<file path="src/rtl/apb_timer_pkg.sv">
// Shared constants and types for the APB timer slave.
// Register offsets, ID value, CTRL bit positions, front-end states.
package apb_timer_pkg;

    localparam logic [11:0] CTRL_OFS   = 12'h000;
    localparam logic [11:0] LOAD_OFS   = 12'h004;
    localparam logic [11:0] COUNT_OFS  = 12'h008;
    localparam logic [11:0] STATUS_OFS = 12'h00C;
    localparam logic [11:0] ID_OFS     = 12'h010;

    localparam logic [31:0] TIMER_ID = 32'hA9B0_0001;

    localparam int CTRL_EN = 0;
    localparam int CTRL_AR = 1;
    localparam int CTRL_IE = 2;

    typedef enum logic {
        S_IDLE,
        S_ACCESS
    } apb_state_e;

endpackage

</file>
<file path="src/rtl/apb_timer_core.sv">
// Down-counter timer: CTRL/LOAD/COUNT/STATUS flops.
// Driven by decoded write strobes from the APB front-end.
module apb_timer_core
    import apb_timer_pkg::*;
#(
    parameter int DATA_WIDTH = 32
) (
    input  logic                  clk,
    input  logic                  rst_n,
    input  logic                  ctrl_we,
    input  logic                  load_we,
    input  logic                  status_we,
    input  logic [DATA_WIDTH-1:0] wdata,
    output logic [2:0]            ctrl,
    output logic [DATA_WIDTH-1:0] load,
    output logic [DATA_WIDTH-1:0] count,
    output logic                  expired,
    output logic                  irq
);

    logic expire;

    assign expire = ctrl[CTRL_EN] & (count == '0);
    assign irq    = expired & ctrl[CTRL_IE];

    // CTRL: a software write beats the one-shot self-disable
    always_ff @(posedge clk or negedge rst_n) begin
        if (!rst_n) begin
            ctrl <= '0;
        end else if (ctrl_we) begin
            ctrl <= wdata[2:0];
        end else if (expire && !ctrl[CTRL_AR]) begin
            ctrl[CTRL_EN] <= 1'b0;
        end
    end

    // LOAD: plain software register
    always_ff @(posedge clk or negedge rst_n) begin
        if (!rst_n) begin
            load <= '0;
        end else if (load_we) begin
            load <= wdata;
        end
    end

    // COUNT: LOAD writes win over ticks; stops at 0 unless reloading
    always_ff @(posedge clk or negedge rst_n) begin
        if (!rst_n) begin
            count <= '0;
        end else if (load_we) begin
            count <= wdata;
        end else if (ctrl[CTRL_EN]) begin
            if (count != '0) begin
                count <= count - DATA_WIDTH'(1);
            end else if (ctrl[CTRL_AR]) begin
                count <= load;
            end
        end
    end

    // STATUS.expired: set wins over write-1-to-clear
    always_ff @(posedge clk or negedge rst_n) begin
        if (!rst_n) begin
            expired <= 1'b0;
        end else if (expire) begin
            expired <= 1'b1;
        end else if (status_we && wdata[0]) begin
            expired <= 1'b0;
        end
    end

endmodule

</file>
<file path="src/rtl/apb_timer_slave.sv">
// APB3 slave front-end with wait states and error decode.
// Responses are zero unless a transfer completes this cycle.
module apb_timer_slave
    import apb_timer_pkg::*;
#(
    parameter int ADDR_WIDTH  = 32,
    parameter int DATA_WIDTH  = 32,
    parameter int WAIT_CYCLES = 1
) (
    input  logic                  clk,
    input  logic                  rst_n,
    input  logic                  psel_i,
    input  logic                  penable_i,
    input  logic                  pwrite_i,
    input  logic [ADDR_WIDTH-1:0] paddr_i,
    input  logic [DATA_WIDTH-1:0] pwdata_i,
    output logic [DATA_WIDTH-1:0] prdata_o,
    output logic                  pready_o,
    output logic                  pslverr_o,
    output logic                  irq_o
);

    apb_state_e state, state_nx;
    logic [3:0] wcnt, wcnt_nx;
    logic       done;

    logic [11:0]           ofs;
    logic [DATA_WIDTH-1:0] rdata;
    logic                  hit;
    logic                  ro;
    logic                  err;
    logic                  wr_ok;

    logic                  ctrl_we;
    logic                  load_we;
    logic                  status_we;
    logic [2:0]            ctrl;
    logic [DATA_WIDTH-1:0] load;
    logic [DATA_WIDTH-1:0] count;
    logic                  expired;
    logic                  irq;

    logic unused_addr;

    assign ofs         = paddr_i[11:0];
    assign unused_addr = ^paddr_i[ADDR_WIDTH-1:12];

    // Front-end state and wait counter registers
    always_ff @(posedge clk or negedge rst_n) begin
        if (!rst_n) begin
            state <= S_IDLE;
            wcnt  <= '0;
        end else begin
            state <= state_nx;
            wcnt  <= wcnt_nx;
        end
    end

    // Next state: setup loads wcnt, access counts it down to completion
    always_comb begin
        state_nx = state;
        wcnt_nx  = wcnt;
        done     = 1'b0;
        case (state)
            S_IDLE: begin
                if (psel_i && !penable_i) begin
                    state_nx = S_ACCESS;
                    wcnt_nx  = 4'(WAIT_CYCLES);
                end
            end
            S_ACCESS: begin
                if (!psel_i) begin
                    state_nx = S_IDLE;
                end else if (penable_i) begin
                    if (wcnt != '0) begin
                        wcnt_nx = wcnt - 4'd1;
                    end else begin
                        done     = 1'b1;
                        state_nx = S_IDLE;
                    end
                end
            end
            default: state_nx = S_IDLE;
        endcase
    end

    // Address decode: read mux, hit and read-only flags
    always_comb begin
        rdata = '0;
        hit   = 1'b0;
        ro    = 1'b0;
        unique case (1'b1)
            (ofs == CTRL_OFS): begin
                hit   = 1'b1;
                rdata = DATA_WIDTH'(ctrl);
            end
            (ofs == LOAD_OFS): begin
                hit   = 1'b1;
                rdata = load;
            end
            (ofs == COUNT_OFS): begin
                hit   = 1'b1;
                ro    = 1'b1;
                rdata = count;
            end
            (ofs == STATUS_OFS): begin
                hit   = 1'b1;
                rdata = DATA_WIDTH'(expired);
            end
            (ofs == ID_OFS): begin
                hit   = 1'b1;
                ro    = 1'b1;
                rdata = DATA_WIDTH'(TIMER_ID);
            end
            default: ;
        endcase
    end

    assign err   = ~hit | (pwrite_i & ro);
    assign wr_ok = done & pwrite_i & ~err;

    assign ctrl_we   = wr_ok & (ofs == CTRL_OFS);
    assign load_we   = wr_ok & (ofs == LOAD_OFS);
    assign status_we = wr_ok & (ofs == STATUS_OFS);

    assign pready_o  = done;
    assign pslverr_o = done & err;
    assign prdata_o  = (done && !err && !pwrite_i) ? rdata : '0;
    assign irq_o     = irq;

    apb_timer_core #(
        .DATA_WIDTH(DATA_WIDTH)
    ) u_core (
        .clk      (clk),
        .rst_n    (rst_n),
        .ctrl_we  (ctrl_we),
        .load_we  (load_we),
        .status_we(status_we),
        .wdata    (pwdata_i),
        .ctrl     (ctrl),
        .load     (load),
        .count    (count),
        .expired  (expired),
        .irq      (irq)
    );

endmodule
</file>
<file path="config.mk">
export PLATFORM = sky130hd
export DESIGN_NAME = apb_timer_slave
export DESIGN_NICKNAME = d
export VERILOG_FILES = /design/src/rtl/apb_timer_pkg.sv /design/src/rtl/apb_timer_core.sv /design/src/rtl/apb_timer_slave.sv
export SDC_FILE = /design/constraint.sdc
export NUM_CORES = 1
export LEC_CHECK = 0
export ABC_CLOCK_PERIOD_IN_PS = 8600
export BUFFER_PORTS_ARGS = -buffer_cell sky130_fd_sc_hd__buf_2
export CORE_MARGIN = 1
export CORE_UTILIZATION = 30
export CTS_CLUSTER_DIAMETER = 150
export DETAILED_ROUTE_END_ITERATION = 8
export GPL_TIMING_DRIVEN = 0
export PLACE_DENSITY = 0.52
export SETUP_SLACK_MARGIN = 0.4
export SYNTH_ARGS = -nofsm -noshare
export SYNTH_HDL_FRONTEND = slang
export SYNTH_SLANG_ARGS = --single-unit
</file>
<file path="constraint.sdc">
create_clock -name clk -period 8.6 [get_ports clk]
set_input_delay 1.72 -clock clk [delete_from_list [all_inputs] [get_ports clk]]
set_output_delay 1.72 -clock clk [all_outputs]
set_load 0.1 [all_outputs]
</file>
==> metrics.md, run 1 <==
| Metric | Value |
|---|---|
| Crit path required time | 6880 ps |
| Cts hold-fix bufs | 0 |
| Most frequent cell after synthesis | nand2_1 |
| TNS Setup | 0 ps |
| DR vias | 5,031 |
| Pleak | 2.44 nW |
| Final hold vios | 0 |
| H-tree Lvls | 3 |
| DP HPWL | ~13,000 µm |
| Worst min-delay path class | reg2reg |
| Post-CTS Setup Bufs | 0 |
| Worst path slowest cell | buf_1 |
| Clock skew | ~5 ps |
| Starting Density | 30.8% |
| Cell chain of the critical path | buf_2 -> nor4_1 -> and4_1 -> and2_1 -> clkbuf_1 -> buf_1 -> a22oi_1 -> nor2_1 -> buf_2 |
| Crit path kind | in2out |
| Area Growth Syn to Fin | 20.3% |
| Via-per-instance ratio | 5.73 |
| Max Root-Sink Buffers | 2 |
| Mapped cell area | 4680 µm² |
| Crit-path most repeated cell | buf_2 |
| Gr ovfl total | 0 |
| Largest stage delay, worst path | 510 ps |
| Buf/Inv on CP | 4 |
| Register area share after synthesis | 39.0% |
| Asr flop ratio synth | between 90% and 100% |
| Syn Nets | 664 |
| Adder-Cell Fraction of Synth Area | 0.802% |
| Num CTS Buffers | 9 |
| Wirelength per Cell | 20.3 µm |
| Critical Path Sink Type | primary output |
| Max-Cap Viols | 0 |
| Reg2reg start | u_core.count[2] |
| IR drop worst, VDD | 0.0000624 V |
| Worst-path clk slew | roughly 50 ps |
| Compound-Gate Fraction of Synth Area | a little under a quarter |
| Clk Latency, worst-skew pair | 350 ps |
| Main synth FF type | dfrtp_1 |
| I/O Pins | 104 |
| Antenna Violating Nets Remaining | 0 |
| Crit path max fanout | 10 |
| Worst-Margin Slew | 816 ps |
| Synth Area per Inst | slightly below 8 µm² |
| DRT iter0 DRCs | approximately 410 |
| 1st-pass router iterations | 5 |
| Hold Path Stages | 2 |
| Netlist cell types | 59 |
| Cells after synthesis | 592 |
| Area leader, netlist | dfrtp_1 |
| Crit path max-delay family | buffers and inverters |
| Root buffer cell | clkbuf_16 |
| Reg2Reg Depth | 8 |
| Largest family of logic cells by synthesized area | simple AND/OR/NAND/NOR gates |
| CTS tree | done |
| Yosys reg bits | 73 |
| Vias in the first global route | 4,876 |
| Status | finished, final reports clean |
| Largest net degree at the start of global routing | 46 |
| Layout cell share with drive strength beyond 1 | 16.7% |
| Die height | 127 µm |
| Die area | 16,100 µm² |
| Placer Congestion | 0.895 |
| Simple-Gate Fraction of Synth Area | 27.1% |
| Core Area | 15,200 µm² |
| WHS Endpoint | u_core.load[6] |
| Max Freq | roughly 0.16 GHz |
| Total track usage | 22.9% |
| Total of cells resized after clock tree synthesis | 0 |
| Synth Warn # | 0 |
| Fin. max-slew vios | 0 |
| Clock sink count | 73 |
| Slew HR | a little under half |
| Final wirelength | approximately 18,000 µm |
| PD cells | 133 nW/µm² |
| Site Rows | 45 |
| RSZ-0062 raised after global routing | false |
| Post-synth EDFFs | 0 |
| Crit path DAT | between 4000 and 5000 ps |
| FF-to-FF End | u_core.count[28] |
| Fill count | 1,647 |
| Top post-synthesis cells by area | dfrtp_1 (39%), nand2_1 (9.7%), a22oi_1 (5.6%) |
| Final Cycle Share | 74.3% |
| Minimum clock period | 6390 ps |
| Commonest cells in the netlist | nand2_1 (121), dfrtp_1 (73), nor2_1 (57), a22oi_1 (35), a21oi_1 (34) |
| Initial antenna violation count | 0 |
| Flop2flop setup slack | 5110 ps |
| First-pass GRT wire length | ~28,000 µm |
| Post-route insts no fill | 878 |
| Crit start category | primary input |
| Die width | 127 µm |
| DRC | 0 |
| XOR/XNOR Fraction of Synth Area | 1.68% |
| Placed insts | 862 |
| Post-synth top area share | 39.0% |
| Diodes inserted | 0 |
| IO Port Bufs | 81 |
| Finish-stage setup viols | 0 |
| Min-delay src | u_core.load[6] |
| Multiplexer area fraction after synthesis | 2.62% |
| Final net count | 757 |
cells by family after synthesis:
logic type	count (synthesis)
simple gates	275
compound gates	167
flops	73
buf+inv	55
mux	10
xor+xnor	9
fa+ha+maj	3
through the flow:
stage | instance area, µm² | util, % | setup slack, ps | hold slack, ps | power [W]
after detailed placement | 5360 | 35.2 | 2220 | 487 | 0.000400
after global routing | 5630 | 37.1 | 2030 | 522 | 0.000774
after CTS | 5630 | 37.1 | 2200 | 501 | 0.000758
after floorplan | 4690 | - | 1140 | 453 | 0.000373
after global placement | 5330 | 35.0 | 2290 | 470 | 0.000396
final | 5630 | 37.1 | 2210 | 500 | 0.000748
where the power goes:
part	total, W	internal [W]	switching [W]
sequential	0.000351	0.000347	0.00000384
combinational	0.0000426	0.0000168	0.0000257
clock	0.000355	0.000210	0.000145
total	0.000748	0.000574	0.000174
worst min-delay path, delay by kind of cell (launching register included):
kind	cells	cell delay (ps)
DFF	1	360
and+or+nand+nor	2	110
sequential cells by signal (all words and copies together), names as in the netlist:
| register | flops |
|---|---|
| u_core.count | 32 |
| state | 1 |
| u_core.ctrl | 3 |
| wcnt | 4 |
| u_core.load | 32 |
| u_core.expired | 1 |
worst max-delay path by stage:
stage	from	to	slack, ps	cells after the start
2_1_floorplan	psel_i	prdata_o[1]	1140	4
3_3_place_gp	paddr_i[5]	prdata_o[17]	2290	9
3_5_place_dp	paddr_i[5]	prdata_o[28]	2220	9
4_1_cts	paddr_i[5]	prdata_o[28]	2200	9
5_1_grt	paddr_i[5]	prdata_o[17]	2030	9
6_report	paddr_i[5]	prdata_o[28]	2210	9
cells in the final DEF, fill, tap and decap left out, drive strengths merged, types with 6 or more instances in the layout:
cell    netlist  final
nor2         57     57
dfrtp        73     73
or4          12     12
a31oi         7      7
nand3        15     15
a22oi        35     35
inv          15     15
nor4         11     11
a211oi        6      6
o31ai         8      8
nand2       121    121
o22ai         6      6
nand4        10     10
buf          10     92
and3          6      6
a21oi        36     36
o21ai        33     33
clkbuf       30     43
nor3         23     23
cell type report:
type                            instances  area [µm²]  share of cell area [%]
Clock inverter                          3        15.0                   0.267
Sequential cell                        73        1830                    32.4
Tap cell                              188         235                    4.18
Inverter                               15        56.3                    1.00
Multi-Input combinational cell        464        2630                    46.7
Buffer                                 40         175                    3.11
Clock buffer                           13         260                    4.62
Timing Repair Buffer                   82         435                    7.73
metal layers:
layer	up-vias	wire (µm)	global-route usage, %
met5	-	0	0
met4	0	302	8.19
met3	27	1170	3.71
met2	210	8020	35.7
met1	2432	8320	31.9
li1	2362	-	-
Power figures use the tool's default switching activity.
==> run 2: changes to the inputs <==
Settings changed: ABC_CLOCK_PERIOD_IN_PS 8600 to 6300.
Clock period 8.6 ns to 6.3 ns, I/O delays scaled along.
==> metrics.md, run 2 (synthesized netlist as in run 1, its figures left out) <==
| Metric | Value |
|---|---|
| Max Root-Sink Buffers | 2 (unchanged) |
| Final wirelength | 17,900 µm (+0.26%) |
| Largest net degree at the start of global routing | 43 (-6.5%) |
| First-pass GRT wire length | 27,900 µm (+0.35%) |
| Worst-path clk slew | 60 ps (about the same) |
| Hold Path Stages | 2 (unchanged) |
| Worst min-delay path class | reg2reg |
| Initial antenna violation count | 0 (unchanged) |
| H-tree Lvls | 3 (unchanged) |
| 1st-pass router iterations | 5 (unchanged) |
| Crit path required time | 5040 ps (-1840 ps) |
| Pleak | 2.42 nW (-0.85%) |
| Critical Path Sink Type | primary output |
| Leading registers by flop count | u_core.count (32), u_core.load (32), wcnt (4) |
| Cts hold-fix bufs | 0 (unchanged) |
| Fin. max-slew vios | 0 (unchanged) |
| DP HPWL | 12,800 µm (-0.58%) |
| Fill count | 1,622 (-1.5%) |
| Post-CTS Setup Bufs | 0 (unchanged) |
| Via-per-instance ratio | 5.75 (+0.30%) |
| Area Growth Syn to Fin | 21.0% |
| Switching power share of the total | 24.9% (+1.6 points) |
| Vias in the first global route | 4,875 (-0.021%) |
| Antenna Violating Nets Remaining | 0 (unchanged) |
| Finish-stage setup viols | 0 (unchanged) |
| Clk Latency, worst-skew pair | 340 ps (about the same) |
| Clock skew | 4.55 ps (-0.438 ps) |
| Area of the multi-input gates | 2670 µm² (+1.4%) |
| IR drop worst, VDD | 0.000144 V (+130%) |
| Status | finished, final reports clean |
| Crit path kind | in2out |
| DRC | 0 (unchanged) |
| Sw power | 0.000252 W (+45%) |
| Diodes inserted | 0 (unchanged) |
| Crit path DAT | 4150 ps (-520 ps) |
| Minimum clock period | 5410 ps |
| Crit path max fanout | 10 (unchanged) |
| Starting Density | 30.8% (unchanged) |
| Slew HR | 32.3% (-13 points) |
| IO Port Bufs | 81 (unchanged) |
| Int Pwr | 0.000761 W (+33%) |
| Max-Cap Viols | 0 (unchanged) |
| CTS tree | done |
| Die area | 16,100 µm² (unchanged) |
| Worst-Margin Slew | 1010 ps (+190 ps) |
| Most frequent cells in the layout | nand2_1 (121), buf_2 (82), dfrtp_1 (73), nor2_1 (57), a22oi_1 (35) |
| Die height | 127 µm (unchanged) |
| Core Area | 15,200 µm² (unchanged) |
| Gr ovfl total | 0 (unchanged) |
| Reg2Reg Depth | 8 (unchanged) |
| Register Area | 1830 µm² (unchanged) |
| Comb pwr share | 5.7% (about the same) |
| DRT iter0 DRCs | 478 (+18%) |
| Sequential share of power | 47.2% (+0.3 points) |
| TNS Setup | 0 ps (unchanged) |
| Root buffer cell | clkbuf_16 |
| Wirelength per Cell | 20.3 µm (+0.26%) |
| Final WS setup | 895 ps (-1320 ps) |
| Max Freq | 0.185 GHz |
| RSZ-0062 raised after global routing | false |
| Total of cells resized after clock tree synthesis | 0 (unchanged) |
| Layout cell share with drive strength beyond 1 | 18.1% (+1.4 points) |
| Die width | 127 µm (unchanged) |
| Clock sink count | 73 (unchanged) |
| DR vias | 5,046 (+0.30%) |
| Clock share of power | 47.0% (-0.4 points) |
| PD cells | 179 nW/µm² (+35%) |
| Crit start category | primary input |
| I/O Pins | 104 (unchanged) |
| Final Cycle Share | between 80% and 90% |
| Final net count | 757 (unchanged) |
| Most common cell after layout, fill and taps aside | nand2_1 |
| Placer Congestion | 0.891 (-0.48%) |
| Final hold vios | 0 (unchanged) |
| Site Rows | 45 (unchanged) |
| Num CTS Buffers | 9 (unchanged) |
| Setup WS pre-CTS | 911 ps (-1310 ps) |
| Total track usage | 22.7% (-0.16 points) |
==> run 2: cell types whose count changed in the layout (fill, tap and decap cells not counted), moves of 2 or more <==
cell	delta
a21oi_1	-8
a21oi_2	+8
clkbuf_1	-2
clkbuf_8	-2
clkinvlp_4	+5
==> run 2: power groups by stage <==
stage | Sequential, W | Combinational (W) | Clock [W]
floorplan | 0.000486 | 0.0000232 | 0
global placement | 0.000487 | 0.0000542 | 0
detailed placement | 0.000487 | 0.0000588 | 0
CTS | 0.000479 | 0.0000590 | 0.000486
global route | 0.000479 | 0.0000663 | 0.000507
finish | 0.000479 | 0.0000582 | 0.000477
==> run 2: stage by stage <==
stage                     instances  util [%]  area, µm²  total power [W]  hold slack (ps)
after CTS                       878      37.3       5670          0.00102              501
after floorplan                 592         -       4720         0.000509              453
after detailed placement        862      35.5       5390         0.000546              487
after global placement          861      35.3       5360         0.000541              473
after global routing            878      37.3       5670          0.00105              520
final                           878      37.3       5670          0.00101              496
==> run 2: path summary, 6_finish.rpt <==
| check | from | end | slack [ps] |
|---|---|---|---|
| max | paddr_i[5] | prdata_o[18] | 890 |
| min | u_core.load[9] | u_core.load[9] | 500 |
| max reg2reg | u_core.count[2] | u_core.count[28] | 2730 |
| min reg2reg | u_core.load[9] | u_core.load[9] | 500 |
| max in group asynchronous | rst_n | u_core.count[5] | 4860 |
| min in group asynchronous | rst_n | u_core.count[31] | 870 |
==> run 2: metal layers <==
| metal | vias up | part of all wire (%) | GRT usage (%) |
|---|---|---|---|
| met5 | - | 0 | 0 |
| met3 | 20 | 7.7 | 4.93 |
| met4 | 0 | 1.6 | 6.72 |
| met1 | 2434 | 46 | 31.7 |
| met2 | 239 | 45 | 35.2 |
| li1 | 2353 | - | - |
==> run 2: layout make-up <==
type                       count  area share, %
multi-input combinational    464           47.0
sequential                    73           32.2
clock buffer                   9           3.97
buffer                        40           3.09
clock inverter                 7          0.839
inverter                      15          0.994
timing repair buffer          82           7.68
tap                          188           4.15
==> run 2: worst max-delay path, cell delays in order <==
cell,delay (ps)
buf_2,100
nor4_1,440
and4_1,400
and2_1,210
clkbuf_1,490
buf_1,480
a22oi_1,170
nor2_1,140
buf_2,440
==> run 3: changes to the inputs <==
Settings changed: ABC_AREA set to 1.
==> metrics.md, run 3 <==
| Metric | Value |
|---|---|
| Status | finished, final reports clean |
| Finished Core Util | 36.6% (-0.69 points) |
| Crit-path most repeated cell | buf_2 |
| Area leader, netlist | dfrtp_1 |
| CTS tree | done |
| Die height | 135 µm (+6.1%) |
| Asr flop ratio synth | 100% (unchanged) |
| Finish-stage setup viols | 0 (unchanged) |
| Worst-Margin Slew | 680 ps (-326 ps) |
| Final wirelength | 18,100 µm (+1.6%) |
| Initial antenna violation count | 0 (unchanged) |
| Fill count | 1,923 (+19%) |
| 1st-pass router iterations | 5 (unchanged) |
| Min-delay src | u_core.load[19] |
| Worst min-delay path class | reg2reg |
| Most frequent cells in the layout | nand2_1 (372), buf_2 (93), inv_1 (90), nor2_1 (79), dfrtp_1 (73) |
| Crit path max-delay family | simple AND/OR/NAND/NOR gates |
| Max Freq | 0.210 GHz (+13%) |
| Fin. max-slew vios | 0 (unchanged) |
| Vias in the first global route | 5,213 (+6.9%) |
| Crit path max fanout | 10 (unchanged) |
| Crit path DAT | 3510 ps (-640 ps) |
| Total track usage | 21.2% (-1.6 points) |
| DRT iter0 DRCs | 337 (-29%) |
| Worst path slowest cell | buf_2 |
| Mapped cell area | 5280 µm² (+13%) |
| Register area share after synthesis | 34.6% (-4.4 points) |
| Core Area | 17,200 µm² (+13%) |
| DR vias | 5,529 (+9.6%) |
| Syn Nets | 915 (+38%) |
| Most common cell after layout, fill and taps aside | nand2_1 |
| Root buffer cell | clkbuf_16 |
| Worst-path clk slew | 50 ps (about the same) |
| TNS Setup | 0 ps (unchanged) |
| Synth Area per Inst | 6.27 µm² (-21%) |
| Max Root-Sink Buffers | 2 (unchanged) |
| Yosys reg bits | 73 (unchanged) |
| Placer Congestion | 0.907 (+1.9%) |
| Crit path required time | 5040 ps (about the same) |
| Cell chain of the critical path | buf_2 -> nor2_1 -> nand2_1 -> nor2_4 -> nand2_2 -> nand3_2 -> nand3_1 -> clkbuf_1 -> a21oi_1 -> buf_2 |
| Slew HR | 54.5% (+22 points) |
| Site Rows | 48 (+6.7%) |
| Starting Density | 30.6% (-0.15 points) |
| IR drop worst, VDD | 0.000128 V (-11%) |
| H-tree Lvls | 3 (unchanged) |
| Netlist cell types | 35 (-41%) |
| Num CTS Buffers | 9 (unchanged) |
| IO Port Bufs | 83 (+2.5%) |
| DRC | 0 (unchanged) |
| Crit start category | primary input |
| Clock skew | 8.11 ps (+3.56 ps) |
| Cts hold-fix bufs | 0 (unchanged) |
| Die area | 18,100 µm² (+13%) |
| Diodes inserted | 0 (unchanged) |
| Clock sink count | 73 (unchanged) |
| Layout cell share with drive strength beyond 1 | 16.3% (-1.8 points) |
| Final Cycle Share | 75.7% (-10 points) |
| Gr ovfl total | 0 (unchanged) |
| Pleak | 3.71 nW (+54%) |
| Clk Latency, worst-skew pair | 350 ps (about the same) |
| Main synth FF type | dfrtp_1 |
| Minimum clock period | 4770 ps (-634 ps) |
| DP HPWL | 14,000 µm (+8.8%) |
| Final net count | 1,010 (+33%) |
| Max-Cap Viols | 0 (unchanged) |
| Post-synth EDFFs | 0 (unchanged) |
| Synth Warn # | 0 (unchanged) |
| Largest stage delay, worst path | 470 ps (-20 ps) |
| Wirelength per Cell | 15.5 µm (-24%) |
| Leading registers by flop count | u_core.count (32), u_core.load (32), wcnt (4) |
| Post-synth top area share | 34.6% (-4.4 points) |
| Crit path kind | in2out |
| First-pass GRT wire length | 28,900 µm (+3.3%) |
| Cells after synthesis | 843 (+42%) |
| Post-CTS Setup Bufs | 0 (unchanged) |
| Commonest cells in the netlist | nand2_1 (372), inv_1 (90), nor2_1 (79), dfrtp_1 (73), nand3_1 (49) |
| Most frequent cell after synthesis | nand2_1 |
| Die width | 135 µm (+6.1%) |
| Total of cells resized after clock tree synthesis | 0 (unchanged) |
| CP startpoint | paddr_i[9] |
| Area Growth Syn to Fin | 19.4% |
| Buf/Inv on CP | 3 (-1) |
| Hold Path Stages | 2 (unchanged) |
| I/O Pins | 104 (unchanged) |
| Reg2Reg Depth | 12 (+4) |
| Antenna Violating Nets Remaining | 0 (unchanged) |
| Via-per-instance ratio | 4.74 (-18%) |
| Largest net degree at the start of global routing | 50 (+16%) |
| Final hold vios | 0 (unchanged) |
| Top post-synthesis cells by area | dfrtp_1 (35%), nand2_1 (26%), inv_1 (6.4%) |
| Critical path depth | 10 (+1) |
| Critical Path Sink Type | primary output |
| Reg2reg start | wcnt[0] |
| PD cells | 174 nW/µm² (-2.7%) |
| RSZ-0062 raised after global routing | false |
-- run 3: layout make-up --
| cell class | count | area (µm²) | share of cell area (%) |
|---|---|---|---|
| Multi-Input combinational cell | 650 | 2930 | 46.5 |
| Clock buffer | 12 | 256 | 4.07 |
| Inverter | 95 | 362 | 5.73 |
| Buffer | 25 | 160 | 2.54 |
| Clock inverter | 3 | 40.0 | 0.635 |
| Tap cell | 225 | 282 | 4.46 |
| Timing Repair Buffer | 84 | 445 | 7.06 |
| Sequential cell | 73 | 1830 | 29.0 |
-- run 3: power by group --
| part | switching, W | total, W | internal, W | leakage, nW |
|---|---|---|---|---|
| registers | 0.0000101 | 0.000490 | 0.000480 | 0.973 |
| clock network | 0.000198 | 0.000522 | 0.000325 | 0.148 |
| logic | 0.0000498 | 0.0000848 | 0.0000350 | 2.59 |
-- run 3: cell families (layout without fill, tap and decap cells) --
group / Yosys count / in the layout / synth area share, %
fa+ha+maj: 3 / 3 / 0.711
xor+xnor: 13 / 13 / 2.16
flops: 73 / 73 / 34.6
buf+inv: 120 / 219 / 9.88
simple gates: 545 / 545 / 43.3
compound gates: 89 / 89 / 9.36
-- run 3: per-layer routing --
layer	up-vias	wire length [µm]	part of all wire (%)	track usage [%]
met1	2507	8640	48	29.2
met2	171	8210	45	34.1
met5	-	0	0	0
met3	19	1020	5.6	4.13
met4	0	267	1.5	4.87
li1	2832	-	-	-
-- run 3: worst reg2reg max path, stage by stage (launching register included) --
cell,delay [ps]
dfrtp_1,390
inv_1,60
ha_1,170
inv_1,50
nor3_1,200
nand2_1,150
nor2_2,220
nand4_2,440
inv_2,290
nand2_1,130
nand2_1,80
nand2_1,40
nand2_1,60
-- run 3: path summary, 6_finish.rpt --
path,to,slack (ps)
worst max-delay path,prdata_o[22],1530
worst min-delay path,u_core.load[19],500
worst max register to register,u_core.count[23],3950
worst min register to register,u_core.load[19],500
max in group asynchronous,wcnt[1],4900
min in group asynchronous,u_core.load[10],820
-- run 3: stage by stage --
step | power (W) | setup WS (ps) | cell area (µm²) | std cells | hold slack [ps]
2_1_floorplan | 0.000546 | 910 | 5280 | 843 | 464
5_1_grt | 0.00114 | 1330 | 6310 | 1167 | 534
3_3_place_gp | 0.000581 | 1470 | 5980 | 1151 | 486
3_5_place_dp | 0.000585 | 1490 | 6010 | 1152 | 489
4_1_cts | 0.00111 | 1480 | 6310 | 1167 | 505
6_report | 0.00110 | 1530 | 6310 | 1167 | 501
